**config.mk**
```make
export PLATFORM = sky130hd
export DESIGN_NAME = axonerve_kvs_rtl_adder_ctrl
export DESIGN_NICKNAME = d
export VERILOG_FILES = /design/src/rtl/axonerve_kvs_rtl_adder_ctrl.sv
export SDC_FILE = /design/constraint.sdc
export NUM_CORES = 1
export LEC_CHECK = 0
export ABC_AREA = 1
export BUFFER_PORTS_ARGS = -buffer_cell sky130_fd_sc_hd__buf_2
export CAP_MARGIN = 10
export CORE_AREA = 2 2 512 514
export DETAILED_ROUTE_END_ITERATION = 12
export DIE_AREA = 0 0 514 516
export PLACE_DENSITY = 0.3
export SLEW_MARGIN = 10
export SYNTH_ARGS = -nofsm -noshare
export SYNTH_HDL_FRONTEND = slang
export SYNTH_SLANG_ARGS = --single-unit
```
**constraint.sdc**
```tcl
create_clock -name aclk -period 3.8 [get_ports aclk]
set_input_delay 0.19 -clock aclk [delete_from_list [all_inputs] [get_ports aclk]]
set_output_delay 0.19 -clock aclk [all_outputs]
set_load 0.01 [all_outputs]
```
**src/rtl/axonerve_kvs_rtl_adder_ctrl.sv**
```systemverilog
// axonerve_kvs_rtl_adder_ctrl: per-call transfer sequencer gating an AXI4-Stream into the kvs adder for N beats with generated tlast
// Ports: aclk/areset (sync, active-high); ctrl_* start/beats/constant in, busy/done/err_tlast/beats_done/stall_cycles out;
// adder_constant to adder; s_axis_* upstream slave, m_axis_* adder-facing master (data/keep pass-through, tlast generated).
// Optional: AXONERVE_KVS_ADDER_CTRL_STALL_CNT_EN enables the saturating stall counter; otherwise ctrl_stall_cycles is 0.
module axonerve_kvs_rtl_adder_ctrl #(
  parameter int C_AXIS_TDATA_WIDTH = 512,
  parameter int C_ADDER_BIT_WIDTH = 32,
  parameter int C_XFER_SIZE_WIDTH = 32
) (
  input  logic                            aclk,
  input  logic                            areset,
  input  logic                            ctrl_start,
  input  logic [C_XFER_SIZE_WIDTH-1:0]    ctrl_xfer_beats,
  input  logic [C_ADDER_BIT_WIDTH-1:0]    ctrl_constant_in,
  output logic                            ctrl_busy,
  output logic                            ctrl_done,
  output logic                            ctrl_err_tlast,
  output logic [C_XFER_SIZE_WIDTH-1:0]    ctrl_beats_done,
  output logic [31:0]                     ctrl_stall_cycles,
  output logic [C_ADDER_BIT_WIDTH-1:0]    adder_constant,
  input  logic                            s_axis_tvalid,
  output logic                            s_axis_tready,
  input  logic [C_AXIS_TDATA_WIDTH-1:0]   s_axis_tdata,
  input  logic [C_AXIS_TDATA_WIDTH/8-1:0] s_axis_tkeep,
  input  logic                            s_axis_tlast,
  output logic                            m_axis_tvalid,
  input  logic                            m_axis_tready,
  output logic [C_AXIS_TDATA_WIDTH-1:0]   m_axis_tdata,
  output logic [C_AXIS_TDATA_WIDTH/8-1:0] m_axis_tkeep,
  output logic                            m_axis_tlast
);
  typedef enum logic [1:0] {IDLE, SETUP, RUN, DONE} state_t;
  state_t state_q, state_d;
  logic [C_XFER_SIZE_WIDTH-1:0] remaining_q, remaining_d, beats_q, beats_d;
  logic [C_ADDER_BIT_WIDTH-1:0] const_q, const_d;
  logic err_q, err_d;
  logic run, beat, start;
  assign run = state_q == RUN;
  assign start = state_q == IDLE && ctrl_start;
  // reset gates the handshake combinationally so nothing is taken in the reset cycle
  assign m_axis_tvalid = run & s_axis_tvalid & ~areset;
  assign s_axis_tready = run & m_axis_tready & ~areset;
  assign m_axis_tlast = run & (remaining_q == C_XFER_SIZE_WIDTH'(1));
  assign m_axis_tdata = s_axis_tdata;
  assign m_axis_tkeep = s_axis_tkeep;
  assign beat = m_axis_tvalid & m_axis_tready;
  assign ctrl_busy = state_q != IDLE;
  assign ctrl_done = state_q == DONE;
  assign ctrl_err_tlast = err_q;
  assign ctrl_beats_done = beats_q;
  assign adder_constant = const_q;
  always_comb begin
    state_d = state_q;
    remaining_d = remaining_q;
    beats_d = beats_q;
    const_d = const_q;
    err_d = err_q;
    unique case (state_q)
      IDLE: if (ctrl_start) begin
        state_d = ctrl_xfer_beats == '0 ? DONE : SETUP;
        remaining_d = ctrl_xfer_beats;
        beats_d = '0;
        err_d = 1'b0;
        const_d = ctrl_xfer_beats == '0 ? const_q : ctrl_constant_in;
      end
      SETUP: state_d = RUN;
      RUN: if (beat) begin
        remaining_d = remaining_q - C_XFER_SIZE_WIDTH'(1);
        beats_d = beats_q + C_XFER_SIZE_WIDTH'(1);
        err_d = err_q | (s_axis_tlast != m_axis_tlast);
        state_d = m_axis_tlast ? DONE : RUN;
      end
      DONE: state_d = IDLE;
      default: state_d = IDLE;
    endcase
  end
  always_ff @(posedge aclk) begin
    if (areset) begin
      state_q <= IDLE;
      remaining_q <= '0;
      beats_q <= '0;
      const_q <= '0;
      err_q <= 1'b0;
    end else begin
      state_q <= state_d;
      remaining_q <= remaining_d;
      beats_q <= beats_d;
      const_q <= const_d;
      err_q <= err_d;
    end
  end
`ifdef AXONERVE_KVS_ADDER_CTRL_STALL_CNT_EN
  logic [31:0] stall_q, stall_d;
  assign stall_d = start ? '0 : (run && s_axis_tvalid && !m_axis_tready && !(&stall_q)) ? stall_q + 32'd1 : stall_q;
  always_ff @(posedge aclk) begin
    if (areset) stall_q <= '0;
    else stall_q <= stall_d;
  end
  assign ctrl_stall_cycles = stall_q;
`else
  assign ctrl_stall_cycles = '0;
`endif
endmodule

```
==> summary.txt <==
Synth
  – Seq/Total Area, Yosys: 0.1949
  – Syn avg cell area: between 6 and 7 sq um
  – Yosys warns: 0
  – Simple-gate share of the synthesized area: 0.2222
  – Compound-cell area share of the yosys netlist: 0.06877
  – Async set or reset register ratio after synthesis: 0
  – Largest family of logic cells by synthesized area: buffers and inverters
  – Adder-cell share of the synthesized area: 0.008612
  – Post-synthesis register bit count: 99
  – Unique cell type count in the Yosys netlist: 34
  – Syn Std Cell Area: slightly above 0.01 sq mm
  – Post-synth EDFFs: 0
  – Post-synthesis mux area share: 0.0009843
  – Post-synthesis xor/xnor area fraction: 0.006029
  – Main synth FF type: dfxtp_1
  – Synth Instances: 1534

Worst setup path
  – Type of origin of the critical path: register
  – Critical path fanouts, max: 27
  – Most frequent CP cell: nand2_1
  – Internal reg-to-reg setup slack: 0.97 ns
  – Nature of the critical path endpoint: register
  – Critical Path Slowest Stage Cell: ha_2
  – Critical Path RT: 4.15 ns
  – Worst Path Arrival: approximately 3.2 ns
  – Setup CP Type: register to register
  – Critical-path cell list: inv_1 -> ha_2 -> nand4_1 -> nand2_1 -> nand3_1 -> inv_1 -> buf_4 -> nand2_1 -> a21oi_1 -> nand2_1 -> o21ai_0
  – Worst path max stage delay: 0.56 ns

Floorplanning
  – Initial core utilization: 0.03923
  – Die area: 0.2652 sq mm
  – # IOs: 1324
  – Row cnt: around 190
  – Core Box Area: roughly 0.26 sq mm
  – Die Ht: 516 microns
  – Die Width: 514 microns

Pwr
  – Static leakage: 3.323 nW
  – Comb power frac: 0.310
  – Clk pwr share: 0.331
  – Pwr per Cell Area: 308.0 mW/mm^2
  – Power Internal: 1.952 mW
  – Maximum vdd drop: ~0.25 mV
  – Power, Total: 3.471 mW
  – Switching power: 1.518 mW
  – Power share of the sequential group: 0.358
  – Sw frac: 0.4375

STA
  – Setup ws final: 0.9736 ns
  – RSZ-0062 raised after global routing: no
  – Fmax: 0.3538 GHz
  – Fin. Hold Viols: 0
  – Slew Viols, Final: 0
  – Worst Skew: 0.03041 ns
  – Worst Tran Pin Value: 1.014 ns
  – Slew HR: 0.3215
  – Setup_tns: 0 ns
  – Post-layout minimum cycle time: 2.826 ns
  – Period utilisation layout: 0.7438
  – Final Setup Violations: 0

Finish
  – Layout net count: about 1800
  – Share of layout cells above drive strength 1: 0.1561
  – Area delta synth->final: 10.80%
  – Commonest non-fill, non-tap cells in the layout: nand2_1 (224), nor2_1 (192), buf_2 (139), dfxtp_1 (99), inv_1 (97)
  – FILL cells: 30900
  – Fin area: roughly 0.011 sq mm
  – Commonest non-fill, non-tap cell in the layout: nand2_1

Detailed routing
  – Detailed Routing Iterations Pass 1: 4
  – Via count: slightly below 8000
  – DRC Markers: 0
  – Vias per inst: 1.717
  – Drt first-iter violations: 360
  – WL per Instance: 31.05 microns
  – Drt total wl: 140.6 mm
  – Post-route ant nets: 0

Clocking
  – TritonCTS buffer count: 9
  – Clk_lat worst skew: 0.45 ns
  – Reg clk slew, reported paths: ~0.1 ns
  – CTS root buffer: clkbuf_16
  – H-tree depth: 3
  – CTS resizes: 0
  – Num Clock Sinks: 99
  – CTS tree: yes
  – CTS Buffer Depth: 2

Global routing
  – Total track usage: 0.1019
  – Global-route wire length before repair: 157.0 mm
  – Initial antenna violation count: 26
  – Vias in the first global route: a little under 8000
  – Largest net degree at the start of global routing: 40
  – Global route total overflow: 0

Hold path
  – Min-delay worst type: input pin to register

Placement
  – Routability Congestion: 0.7281
  – Placed instance area: 0.01063 sq mm
  – Post-Place Worst Slack: 0.8823 ns
  – Port bufs: 139
  – Hpwl dp: 131.0 mm

Outcome
  – Outcome: complete, no violations

Flow run
  – MaxCap Viol Count: 0
## synthesized netlist by cell type (2+ instances only)
cell type,number,area (sq um)
inv_2,2,7.510
dfxtp_1,99,1982
a21oi_1,30,150.1
o21ai_1,2,10.01
o21ai_0,82,410.4
o21bai_1,5,37.54
buf_4,609,4572
nor2_1,194,728.2
buf_1,2,7.510
nor4_1,2,12.51
ha_1,7,87.58
xor2_1,5,43.79
inv_1,97,364.1
nand4_1,16,100.1
nor3_1,41,205.2
buf_2,5,25.02
nand3_1,60,300.3
xnor2_1,2,17.52
nand2_1,225,844.6
o22ai_1,6,37.54
o211ai_1,3,22.52
nor3b_1,4,30.03
nor2_2,2,12.51
clkbuf_1,24,90.09
## worst paths after layout
check / from / endpoint / cells after the start
worst max register to register: state_q[0] / remaining_q[23] / 11
worst min register to register: remaining_q[31] / remaining_q[31] / 2
worst max-delay path: state_q[0] / remaining_q[23] / 11
worst min-delay path: ctrl_xfer_beats[3] / remaining_q[3] / 3
## kinds of logic after synthesis
| group | count (synthesis) |
|---|---|
| fa+ha+maj | 7 |
| xor+xnor | 7 |
| other cells | 1 |
| compound gates | 132 |
| buf+inv | 739 |
| simple gates | 548 |
| flops | 99 |
| mux | 1 |
## registers in the layout, indices dropped and copies added (netlist names)
| name | count |
|---|---|
| adder_constant | 32 |
| ctrl_beats_done | 32 |
| ctrl_err_tlast | 1 |
| remaining_q | 32 |
| state_q | 2 |
## repair_timing
action | CTS | global route
hold buffers | 32 | 0
endpoints found under the hold margin | 32 | 0
buffers inserted | 0 | 0
## power by group through the flow
| stage | registers (mW) | logic, mW | clock network, mW |
|---|---|---|---|
| after floorplan | 1.26 | 1.29 | 0 |
| after global placement | 1.27 | 1.08 | 0 |
| after detailed placement | 1.27 | 1.08 | 0 |
| after CTS | 1.25 | 1.11 | 1.25 |
| after global routing | 1.26 | 1.23 | 1.26 |
| final | 1.24 | 1.08 | 1.15 |
## worst max-delay path, delay by kind of cell, from the launching register on
family / cells / cell delay [ns]
buffers and inverters: 3 / 0.40
and+or+nand+nor: 5 / 0.99
adders and majority gates: 1 / 0.56
AOI/OAI and AO/OA: 2 / 0.43
DFF: 1 / 0.34
## layout make-up
class,instances,area (sq um),area share
Antenna cell,4,10.01,0.0008883
Clock inverter,7,86.33,0.007662
Clock buffer,9,225.2,0.01999
Timing Repair Buffer,180,1084,0.09616
Multi-Input combinational cell,727,3253,0.2887
Inverter,99,371.6,0.03298
Sequential cell,99,1982,0.1759
Tap cell,3402,4257,0.3777
## stage by stage
step | std cells | hold slack (ns) | util
floorplan | 1565 | 0.3321 | -
global placement | 4475 | 0.3801 | 0.04099
detailed placement | 4475 | 0.3801 | 0.04099
CTS | 4523 | 0.01140 | 0.04343
global route | 4524 | 0.04126 | 0.04344
finish | 4527 | 0.06334 | 0.04347
## layer usage
layer / vias up / part of all wire / GRT usage / routed length (microns)
met5: - / 0.0011 / 0.002704 / 156
met4: 12 / 0.038 / 0.03879 / 5360
met3: 292 / 0.39 / 0.1842 / 54470
met2: 1006 / 0.45 / 0.1608 / 62650
met1: 3145 / 0.13 / 0.03642 / 17940
li1: 3320 / - / - / -
Note: power is estimated with default switching activity, not from simulation.
